## src/rtl/numeric_attr_parser_pkg.sv

```systemverilog
// numeric_attr_parser_pkg
// Shared definitions for the numeric attribute parser:
//   - CHAR_BITS     : default character code width
//   - C_*           : character code constants (hash, percent, terminators, digit/letter ranges)
//   - state_t       : parser state encoding
package numeric_attr_parser_pkg;

  localparam int unsigned CHAR_BITS = 8;

  localparam logic [7:0] C_HASH   = 8'h23;  // '#'
  localparam logic [7:0] C_PCT    = 8'h25;  // '%'
  localparam logic [7:0] C_SPACE  = 8'h20;  // ' '
  localparam logic [7:0] C_GT     = 8'h3E;  // '>'
  localparam logic [7:0] C_DQUOTE = 8'h22;  // '"'
  localparam logic [7:0] C_SQUOTE = 8'h27;  // '\''
  localparam logic [7:0] C_SLASH  = 8'h2F;  // '/'
  localparam logic [7:0] C_0      = 8'h30;
  localparam logic [7:0] C_9      = 8'h39;
  localparam logic [7:0] C_LA     = 8'h61;
  localparam logic [7:0] C_LF     = 8'h66;
  localparam logic [7:0] C_UA     = 8'h41;
  localparam logic [7:0] C_UF     = 8'h46;

  typedef enum logic [2:0] {
    S_IDLE   = 3'd0,
    S_FIRST  = 3'd1,
    S_DIGITS = 3'd2,
    S_SUFFIX = 3'd3,
    S_DONE   = 3'd4,
    S_ERROR  = 3'd5
  } state_t;

endpackage

```

## src/rtl/numeric_attr_parser_char_digit_decoder.sv

```systemverilog
// char_digit_decoder
// Combinational character classifier for the numeric attribute parser.
// Ports:
//   i_char       : character code
//   i_hex        : 1 = hexadecimal digits also accepted
//   o_is_digit   : character is a digit in the current base
//   o_digit      : digit value (valid when o_is_digit)
//   o_is_term    : character is an attribute terminator
//   o_is_hash    : character is '#'
//   o_is_percent : character is '%'
module char_digit_decoder
  import numeric_attr_parser_pkg::*;
#(
  parameter int unsigned CHAR_WIDTH = CHAR_BITS
) (
  input  logic [CHAR_WIDTH-1:0] i_char,
  input  logic                  i_hex,
  output logic                  o_is_digit,
  output logic [3:0]            o_digit,
  output logic                  o_is_term,
  output logic                  o_is_hash,
  output logic                  o_is_percent
);

  logic w_dec;
  logic w_alpha;

  always_comb begin
    w_dec   = (i_char >= CHAR_WIDTH'(C_0)) && (i_char <= CHAR_WIDTH'(C_9));
    w_alpha = i_hex &&
              (((i_char >= CHAR_WIDTH'(C_LA)) && (i_char <= CHAR_WIDTH'(C_LF))) ||
               ((i_char >= CHAR_WIDTH'(C_UA)) && (i_char <= CHAR_WIDTH'(C_UF))));
    o_is_digit = w_dec || w_alpha;
    // '0'-'9' carry their value in the low nibble; 'a'-'f'/'A'-'F' have low nibble 1-6
    o_digit = w_alpha ? (i_char[3:0] + 4'd9) : i_char[3:0];
    o_is_term = (i_char == CHAR_WIDTH'(C_SPACE))  || (i_char == CHAR_WIDTH'(C_GT))     ||
                (i_char == CHAR_WIDTH'(C_DQUOTE)) || (i_char == CHAR_WIDTH'(C_SQUOTE)) ||
                (i_char == CHAR_WIDTH'(C_SLASH));
    o_is_hash    = (i_char == CHAR_WIDTH'(C_HASH));
    o_is_percent = (i_char == CHAR_WIDTH'(C_PCT));
  end

endmodule

```

## src/rtl/numeric_attr_parser.sv

```systemverilog
// numeric_attr_parser
// Parses a decimal or '#'-prefixed hexadecimal HTML attribute value, one
// character per cycle, into a saturating VALUE_WIDTH result.
// Optional '%' suffix support is built when NUMERIC_PARSER_PERCENT_EN is defined.
// Ports:
//   clock, reset          : clock, synchronous active-high reset
//   start                 : pulse; begins a new parse (clears previous result)
//   char, char_valid      : character stream from the tokenizer
//   char_ready            : character accepted when char_valid && char_ready
//   busy, done, error     : parse status (done/error held until start/reset)
//   overflow              : sticky saturation flag
//   is_hex, is_percent    : value format flags
//   term_char             : terminator that ended the parse
//   value                 : parsed result
module numeric_attr_parser
  import numeric_attr_parser_pkg::*;
#(
  parameter int unsigned CHAR_WIDTH  = CHAR_BITS,
  parameter int unsigned VALUE_WIDTH = 10,
  parameter int unsigned MAX_DIGITS  = 4
) (
  input  logic                   clock,
  input  logic                   reset,
  input  logic                   start,
  input  logic [CHAR_WIDTH-1:0]  char,
  input  logic                   char_valid,
  output logic                   char_ready,
  output logic                   busy,
  output logic                   done,
  output logic                   error,
  output logic                   overflow,
  output logic                   is_hex,
  output logic                   is_percent,
  output logic [CHAR_WIDTH-1:0]  term_char,
  output logic [VALUE_WIDTH-1:0] value
);

  localparam int unsigned CW = $clog2(MAX_DIGITS + 2);
  localparam int unsigned AW = VALUE_WIDTH + 4;

  state_t                 r_state, w_state;
  logic [VALUE_WIDTH-1:0] r_value, w_value;
  logic                   r_overflow, w_overflow;
  logic                   r_hex, w_hex;
  logic [CHAR_WIDTH-1:0]  r_term, w_term;
  logic [CW-1:0]          r_count, w_count;
`ifdef NUMERIC_PARSER_PERCENT_EN
  logic                   r_pct, w_pct_n;
`endif

  logic          w_is_digit, w_is_term, w_is_hash, w_is_pct;
  logic [3:0]    w_digit;
  logic          w_accept;
  logic [AW-1:0] w_ext, w_acc;
  logic [CW-1:0] w_cnt_inc;
  logic          w_sat;

  char_digit_decoder #(.CHAR_WIDTH(CHAR_WIDTH)) u_dec (
    .i_char      (char),
    .i_hex       (r_hex),
    .o_is_digit  (w_is_digit),
    .o_digit     (w_digit),
    .o_is_term   (w_is_term),
    .o_is_hash   (w_is_hash),
    .o_is_percent(w_is_pct)
  );

  always_comb begin
    char_ready = (r_state == S_FIRST) || (r_state == S_DIGITS);
`ifdef NUMERIC_PARSER_PERCENT_EN
    char_ready = char_ready || (r_state == S_SUFFIX);
`endif
  end

  assign busy      = (r_state == S_FIRST) || (r_state == S_DIGITS) || (r_state == S_SUFFIX);
  assign done      = (r_state == S_DONE);
  assign error     = (r_state == S_ERROR);
  assign overflow  = r_overflow;
  assign is_hex    = r_hex;
  assign term_char = r_term;
  assign value     = r_value;
`ifdef NUMERIC_PARSER_PERCENT_EN
  assign is_percent = r_pct;
`else
  assign is_percent = 1'b0;
`endif

  // Accumulator at VALUE_WIDTH+4 bits: all-ones * 16 + 15 still fits.
  always_comb begin
    w_ext     = {4'b0000, r_value};
    w_acc     = (r_hex ? (w_ext << 4) : ((w_ext << 3) + (w_ext << 1))) + AW'(w_digit);
    w_cnt_inc = (r_count > CW'(MAX_DIGITS)) ? r_count : r_count + 1'b1;
    w_sat     = r_overflow || (w_cnt_inc > CW'(MAX_DIGITS)) ||
                (w_acc > AW'({VALUE_WIDTH{1'b1}}));
  end

  assign w_accept = char_valid && char_ready;

  always_comb begin
    w_state    = r_state;
    w_value    = r_value;
    w_overflow = r_overflow;
    w_hex      = r_hex;
    w_term     = r_term;
    w_count    = r_count;
`ifdef NUMERIC_PARSER_PERCENT_EN
    w_pct_n    = r_pct;
`endif
    if (start) begin
      // start wins over a same-cycle accept; that character is dropped
      w_state    = S_FIRST;
      w_value    = '0;
      w_overflow = 1'b0;
      w_hex      = 1'b0;
      w_term     = '0;
      w_count    = '0;
`ifdef NUMERIC_PARSER_PERCENT_EN
      w_pct_n    = 1'b0;
`endif
    end else if (w_accept) begin
      case (r_state)
        S_FIRST: begin
          if (w_is_hash) begin
            w_hex   = 1'b1;
            w_state = S_DIGITS;
          end else if (w_is_digit) begin
            w_value    = w_sat ? '1 : w_acc[VALUE_WIDTH-1:0];
            w_overflow = w_sat;
            w_count    = w_cnt_inc;
            w_state    = S_DIGITS;
          end else begin
            w_state = S_ERROR;
          end
        end
        S_DIGITS: begin
          if (w_is_digit) begin
            w_value    = w_sat ? '1 : w_acc[VALUE_WIDTH-1:0];
            w_overflow = w_sat;
            w_count    = w_cnt_inc;
          end else if (w_is_term) begin
            if (r_count == '0) begin
              w_state = S_ERROR;
            end else begin
              w_term  = char;
              w_state = S_DONE;
            end
          end else if (w_is_pct) begin
`ifdef NUMERIC_PARSER_PERCENT_EN
            if (!r_hex && (r_count != '0)) begin
              w_pct_n = 1'b1;
              w_state = S_SUFFIX;
            end else begin
              w_state = S_ERROR;
            end
`else
            w_state = S_ERROR;
`endif
          end else begin
            w_state = S_ERROR;
          end
        end
`ifdef NUMERIC_PARSER_PERCENT_EN
        S_SUFFIX: begin
          if (w_is_term) begin
            w_term  = char;
            w_state = S_DONE;
          end else begin
            w_state = S_ERROR;
          end
        end
`endif
        default: w_state = r_state;
      endcase
    end
  end

  always_ff @(posedge clock) begin
    if (reset) begin
      r_state    <= S_IDLE;
      r_value    <= '0;
      r_overflow <= 1'b0;
      r_hex      <= 1'b0;
      r_term     <= '0;
      r_count    <= '0;
`ifdef NUMERIC_PARSER_PERCENT_EN
      r_pct      <= 1'b0;
`endif
    end else begin
      r_state    <= w_state;
      r_value    <= w_value;
      r_overflow <= w_overflow;
      r_hex      <= w_hex;
      r_term     <= w_term;
      r_count    <= w_count;
`ifdef NUMERIC_PARSER_PERCENT_EN
      r_pct      <= w_pct_n;
`endif
    end
  end

endmodule

```

## config.mk

```make
export PLATFORM = sky130hd
export DESIGN_NAME = numeric_attr_parser
export DESIGN_NICKNAME = d
export VERILOG_FILES = /design/src/rtl/numeric_attr_parser_pkg.sv /design/src/rtl/numeric_attr_parser_char_digit_decoder.sv /design/src/rtl/numeric_attr_parser.sv
export SDC_FILE = /design/constraint.sdc
export NUM_CORES = 1
export LEC_CHECK = 0
export BUFFER_PORTS_ARGS = -buffer_cell sky130_fd_sc_hd__buf_2
export CORE_ASPECT_RATIO = 2
export CORE_MARGIN = 3
export CORE_UTILIZATION = 30
export CTS_CLUSTER_DIAMETER = 100
export DETAILED_ROUTE_END_ITERATION = 8
export GPL_TIMING_DRIVEN = 0
export PLACE_DENSITY = 0.5
export SYNTH_ARGS = -nofsm -noshare
export SYNTH_HDL_FRONTEND = slang
export SYNTH_HIERARCHICAL = 1
export SYNTH_SLANG_ARGS = --single-unit
export TNS_END_PERCENT = 10
```

## constraint.sdc

```tcl
create_clock -name clock -period 5.3 [get_ports clock]
set_input_delay 0.265 -clock clock [delete_from_list [all_inputs] [get_ports clock]]
set_output_delay 0.265 -clock clock [all_outputs]
set_load 0.005 [all_outputs]
```

* After elaboration in Yosys (flattened, before gate mapping)
Index checks and enable logic that the tools add are counted.
Widths: inputs -> output; s select.
** Word-level totals
- Output and inout bits :: 25
- Register bits after elaboration :: 26
- Bits of input ports :: 12
** Operators by class
- Eq/ne operators :: 14
- Reduce and logical (&&, ||, !) cells :: 25
- Add/subtract/negate cells :: 4
- Muxes and demuxes :: 21
- Magnitude comparators :: 9
- Bitwise gates (word level) :: 2
** Operator list (number)
- $eq 8x6->1 const B :: 6
- $mux 10 :: 3
- $mux 3 :: 7
- $pmux 10 s2 :: 1
- $ge 8x7->1 const B :: 2
- $le 8x7->1 const B :: 2
- $add 13x11->14 :: 1
- $add 14x4->14 :: 1
- $gt 14x10->1 const B :: 1
- $mux 14 :: 1
- $pmux 3 s2 :: 2
- $reduce_and 3->1 :: 4
- $logic_or 1x1->1 :: 10
- $ge 8x6->1 const B :: 1
- $le 8x6->1 const B :: 1
- $eq 3x2->1 const B :: 2
- $eq 3x3->1 const B :: 2
- $gt 3x3->1 const B :: 2
- $logic_and 1x1->1 :: 5
- $mux 1 :: 5
- $reduce_and 5->1 :: 1
- $add 4x4->4 const B :: 1
- $mux 4 :: 1
- $ne 2x2->1 const B :: 2
- 9 further kinds :: 11

* Depth between registers and ports, before layout
- Word-level depth :: 12
- Depth in mapped cells :: 14
- Depth with buffers taken out :: 14

* By module
The synthesis kept the hierarchy.
** Modules (own cells, without submodules)
- numeric_attr_parser :: cells each 230, area an instance 1909.3 um^2, times used 1
- char_digit_decoder :: cells each 33, area an instance 256.5 um^2, times used 1

* Worst setup path after synthesis
No wires, ideal clock.
- Kind :: input to register
- From :: input port char[1]
- To :: register r_value[0] (netlist: value[0])
- Library setup time :: 0.139 ns
- Setup slack :: 1.782 ns
- Path buffers :: 0
- Arrival time :: 3.379 ns
- Data required time :: 5.161 ns
- Stages on the path :: 13
- Path through :: inv_1 -> ha_1 -> or3b_4 -> nand4_4 -> mux2_4 -> ha_1 -> fa_1 -> a21oi_1 -> a2111oi_4 -> a211oi_1 -> o2111ai_1 -> a2111oi_4 -> a21oi_1
** On the way
- Word-level cells in the longest chain between the ends :: 12
- Elaborated cells between the ends (all ways) :: 24
** RTL lines
- start, declared :: RTL line numeric_attr_parser.sv:25 : input logic [CHAR_WIDTH-1:0] char,
- $ge 8x7->1, or another cell as far along :: RTL line numeric_attr_parser_char_digit_decoder.sv:31 : (((i_char >= CHAR_WIDTH'(C_LA)) && (i_char <= CHAR_WIDTH'(C_LF))) ||
- $logic_and 1x1->1 (on tied branches) :: RTL line numeric_attr_parser_char_digit_decoder.sv:31, numeric_attr_parser_char_digit_decoder.sv:32
- $logic_or 1x1->1 :: RTL line numeric_attr_parser_char_digit_decoder.sv:31
- $logic_and 1x1->1 :: RTL line numeric_attr_parser_char_digit_decoder.sv:30 : w_alpha = i_hex &&
- $mux 4 * :: RTL line numeric_attr_parser_char_digit_decoder.sv:35 : o_digit = w_alpha ? (i_char[3:0] + 4'd9) : i_char[3:0];
- net w_digit[1] :: RTL line numeric_attr_parser.sv:52 : logic [3:0] w_digit;
- $add 14x4->14 * :: RTL line numeric_attr_parser.sv:91 : w_acc = (r_hex ? (w_ext << 4) : ((w_ext << 3) + (w_ext << 1))) + AW'(w_digit);
- $gt 14x10->1 * :: RTL line numeric_attr_parser.sv:94 : (w_acc > AW'({VALUE_WIDTH{1'b1}}));
- $logic_or 1x1->1 * :: RTL line numeric_attr_parser.sv:93 : w_sat = r_overflow || (w_cnt_inc > CW'(MAX_DIGITS)) ||
- $mux 10 * :: RTL line numeric_attr_parser.sv:127, numeric_attr_parser.sv:137
- $mux 10 * :: RTL line numeric_attr_parser.sv:126, numeric_attr_parser.sv:136
- $mux 10 :: RTL line numeric_attr_parser.sv:123 : if (w_is_hash) begin
- $pmux 10 s2 * :: RTL line numeric_attr_parser.sv:121 : case (r_state)
- end signal, assigned :: RTL line numeric_attr_parser.sv:190 : r_value <= w_value;
- end, declared :: RTL line numeric_attr_parser.sv:42 : logic [VALUE_WIDTH-1:0] r_value, w_value;
The timed path passes the listed nets; every way through them passes the cells marked *. The select of a mux whose other input is x is not followed.
A chain may end at the register's enable or synchronous reset.

* Final worst setup path
- From :: input port char[0]
- To :: register r_value[8] (netlist: value[8])
** On the way
- Word-level cells in the longest chain between the ends :: 12
- Elaborated cells between the ends (all ways) :: 24
** RTL lines (RTL line)
- $ge 8x7->1, or another cell as far along :: numeric_attr_parser_char_digit_decoder.sv:31
- $logic_and 1x1->1 (on tied branches) :: numeric_attr_parser_char_digit_decoder.sv:31, numeric_attr_parser_char_digit_decoder.sv:32
- $logic_or 1x1->1 :: numeric_attr_parser_char_digit_decoder.sv:31
- $logic_and 1x1->1 :: numeric_attr_parser_char_digit_decoder.sv:30
- $mux 4 * :: numeric_attr_parser_char_digit_decoder.sv:35
- net w_digit[1] :: numeric_attr_parser.sv:52
- $add 14x4->14 * :: numeric_attr_parser.sv:91
- $gt 14x10->1 :: numeric_attr_parser.sv:94
- $logic_or 1x1->1 :: numeric_attr_parser.sv:93
- $mux 10 * :: numeric_attr_parser.sv:127, numeric_attr_parser.sv:137
- $mux 10 * :: numeric_attr_parser.sv:126, numeric_attr_parser.sv:136
- $mux 10 :: numeric_attr_parser.sv:123
- $pmux 10 s2 * :: numeric_attr_parser.sv:121
Marked as above.

==> metrics.txt <==
# TYPE chip_impl_metric gauge
chip_impl_info{name="run_status",value="completed"} 1
chip_impl_metric{name="io-pin-count",unit=""} 37
chip_impl_metric{name="initialDrtViolationCount",unit=""} 100
chip_impl_metric{name="post-route-drc-count",unit=""} 0
chip_impl_metric{name="cts.sink_count",unit=""} 26
chip_impl_metric{name="slew_viol_final",unit=""} 0
chip_impl_metric{name="clk_latency",unit="ns"} 0.26
chip_impl_metric{name="num_antenna_cells",unit=""} 0
chip_impl_metric{name="detail_route.wl_per_cell",unit="um"} 14.85
chip_impl_metric{name="timing.max_slew.rel_slack",unit=""} 0.5279
chip_impl_metric{name="worstRegToRegCells",unit=""} 11
chip_impl_metric{name="post_cts.resized_instances",unit=""} 0
chip_impl_info{name="timing.critical_path.cells",value="buf_2 -> inv_1 -> ha_1 -> or3b_4 -> nand4_4 -> mux2_4 -> ha_1 -> fa_1 -> a21oi_1 -> a2111oi_4 -> a211oi_1 -> o2111ai_1 -> a2111oi_4 -> a21oi_1"} 1
chip_impl_info{name="r2r-end",value="value[8]"} 1
chip_impl_metric{name="syn-instance-count",unit=""} 261
chip_impl_metric{name="dpl.hpwl",unit="um"} 4703
chip_impl_metric{name="detailroute.via_count",unit=""} 2015
chip_impl_metric{name="path_clk_slew",unit="ns"} 0.07
chip_impl_metric{name="grt_max_degree",unit=""} 15
chip_impl_metric{name="ir_worst_vdd",unit="mV"} 0.1581
chip_impl_info{name="grt_setup_unrepaired",value="false"} 1
chip_impl_metric{name="setup_tns_final",unit="ns"} 0
chip_impl_metric{name="first_pass_grt_wire_length",unit="um"} 9936
chip_impl_info{name="critical_path.slowest_cell",value="a2111oi_4"} 1
chip_impl_metric{name="syn_area_per_cell",unit="um^2"} 8.269
chip_impl_info{name="critPathLaunchType",value="input pin"} 1
chip_impl_metric{name="clock_tree.buffer_depth",unit=""} 2
chip_impl_metric{name="cts_setup_buffers",unit=""} 0
chip_impl_metric{name="power.static_leakage",unit="uW"} 0.001169
chip_impl_metric{name="placement_rows",unit=""} 43
chip_impl_metric{name="gr-usage-all-layers",unit=""} 0.1499
chip_impl_metric{name="die_area",unit="mm^2"} 0.008310
chip_impl_info{name="critical_path.endpoint_type",value="flop"} 1
chip_impl_metric{name="finClkSkew",unit="ns"} 0.003612
chip_impl_metric{name="cp_max_fo",unit=""} 10
chip_impl_metric{name="tightestPinTransition",unit="ns"} 0.7081
chip_impl_info{name="critPathLaunch",value="char[0]"} 1
chip_impl_metric{name="io_buffer_count",unit=""} 35
chip_impl_info{name="setup.worst_path.class",value="input pin to flop"} 1
chip_impl_metric{name="layout_worst_path_cycle_share",unit=""} 0.7225
chip_impl_metric{name="fillerInstances",unit=""} 751
chip_impl_metric{name="vias_in_the_first_global_route",unit=""} 2096
chip_impl_metric{name="htree_levels",unit=""} 1
chip_impl_metric{name="drive_gt1_frac",unit=""} 0.1833
chip_impl_info{name="cts-root-buf",value="clkbuf_16"} 1
chip_impl_metric{name="detail_route.first_pass.iterations",unit=""} 4
chip_impl_metric{name="drv_cap",unit=""} 0
chip_impl_metric{name="gr-total-overflow",unit=""} 0
chip_impl_metric{name="timing.fmax",unit="GHz"} 0.2612
chip_impl_info{name="cts_tree",value="built"} 1
chip_impl_metric{name="via_count_normalized_by_instance_count",unit=""} 5.167
chip_impl_metric{name="die-height",unit="um"} 126.0
chip_impl_metric{name="die_x",unit="um"} 65.98
chip_impl_metric{name="fin_crit",unit="ns"} 3.829
chip_impl_metric{name="routabilityCongestion",unit=""} 0.8024
chip_impl_metric{name="power_per_cell_area",unit="mW/mm^2"} 167.8
chip_impl_metric{name="final_net_count",unit=""} 332
chip_impl_metric{name="area_growth",unit="%"} 17.45
chip_impl_metric{name="initial_utilization",unit=""} 0.3110
chip_impl_metric{name="mappedNetlistArea",unit="mm^2"} 0.002158
chip_impl_metric{name="cp_slowest_stage_delay",unit="ns"} 0.75
chip_impl_metric{name="syn-num-nets",unit=""} 292
chip_impl_info{name="critical_path.endpoint",value="value[8]"} 1
chip_impl_metric{name="hold_viol",unit=""} 0
chip_impl_metric{name="setup_viol_count_final",unit=""} 0
chip_impl_info{name="crit-reg2reg-launch",value="is_hex"} 1
chip_impl_metric{name="holdBufCountCts",unit=""} 0
chip_impl_metric{name="cts_inserted_buffers",unit=""} 3
chip_impl_metric{name="final_total_pwr",unit="uW"} 425.3
chip_impl_metric{name="timing.reg2reg.setup_slack",unit="ns"} 1.53
chip_impl_info{name="hp-class",value="input pin to flop"} 1
chip_impl_metric{name="synthesis.yosys.warnings",unit=""} 6
chip_impl_metric{name="core_area",unit="mm^2"} 0.006940
chip_impl_metric{name="ant_nets",unit=""} 0
chip_impl_metric{name="worst_ep_required_time",unit="ns"} 5.41
chip_impl_metric{name="drt_wl_total",unit="um"} 5790
chip_impl_metric{name="number_of_antenna_violations_at_the_first_check_in_global_routing",unit=""} 0
chip_impl_metric{name="crit_arrival",unit="ns"} 3.94
-- per-stage QoR --
| stage | utilization | cells | worst slack, ns | hold slack, ns | cell area [um^2] |
|---|---|---|---|---|---|
| floorplan | - | 261 | 1.798 | 0.3371 | 2158 |
| global placement | 0.3524 | 386 | 1.146 | 0.4623 | 2446 |
| detailed placement | 0.3524 | 386 | 1.140 | 0.4635 | 2446 |
| CTS | 0.3652 | 390 | 1.414 | 0.1799 | 2535 |
| global route | 0.3652 | 390 | 1.179 | 0.1905 | 2535 |
| finish | 0.3652 | 390 | 1.471 | 0.1886 | 2535 |
-- sequential cells by signal, indices dropped and copies added (netlist names) --
name and count:
value 10, term_char 8, r_count 3, r_state 3, is_hex 1, overflow 1
-- cell type report --
| class | count | area, um^2 | share of cell area |
|---|---|---|---|
| buffer | 10 | 56.30 | 0.02221 |
| clock buffer | 4 | 88.84 | 0.03504 |
| inverter | 15 | 56.30 | 0.02221 |
| multi-input combinational | 210 | 1525 | 0.6017 |
| sequential | 26 | 520.5 | 0.2053 |
| tap | 90 | 112.6 | 0.04442 |
| timing repair buffer | 35 | 175.2 | 0.06910 |
-- worst min path at each step --
stage                      end   from  cells past startpoint  slack, ns
floorplan           r_state[0]  reset                      1       0.34
global placement    r_state[0]  reset                      2       0.46
detailed placement  r_state[0]  reset                      2       0.46
CTS                 r_state[0]  reset                      2       0.18
global route        r_state[0]  reset                      2       0.19
finish              r_state[0]  reset                      2       0.19
-- worst max-delay path: cells and delay by family --
family | cells | cell delay (ns)
and+or+nand+nor | 2 | 0.54
muxes | 1 | 0.31
buffers and inverters | 2 | 0.23
adders and majority gates | 3 | 0.83
AOI/OAI and AO/OA | 6 | 1.75
-- report_power, final --
group	switching (uW)	internal (uW)
registers	1.82	197
clock network	70.7	116
logic	23.4	17.2
total	95.8	329
-- layer usage --
metal	vias to the layer above	global-route usage	wire length [um]
met5	-	0	0
met4	0	0.05988	125
met3	8	0.01160	166
met2	36	0.2976	3378
met1	944	0.1518	2120
li1	1027	-	-
-- placed cells by master, fill, tap and decap left out, types with 3 or more instances in the layout --
cell and count:
o211ai_1 4, a21oi_1 23, xor2_1 4, clkbuf_16 3, nor3_1 5, o21ai_0 15
nand2b_1 5, xnor2_1 5, and3_1 3, nor2_1 30, nor2b_1 7, and2_1 3
ha_1 17, buf_2 35, mux2i_1 11, clkbuf_1 7, nand2_1 13, inv_1 15
nand3_1 10, dfxtp_1 26, a21o_1 6
No activity file was read; power rests on OpenSTA's default activity.
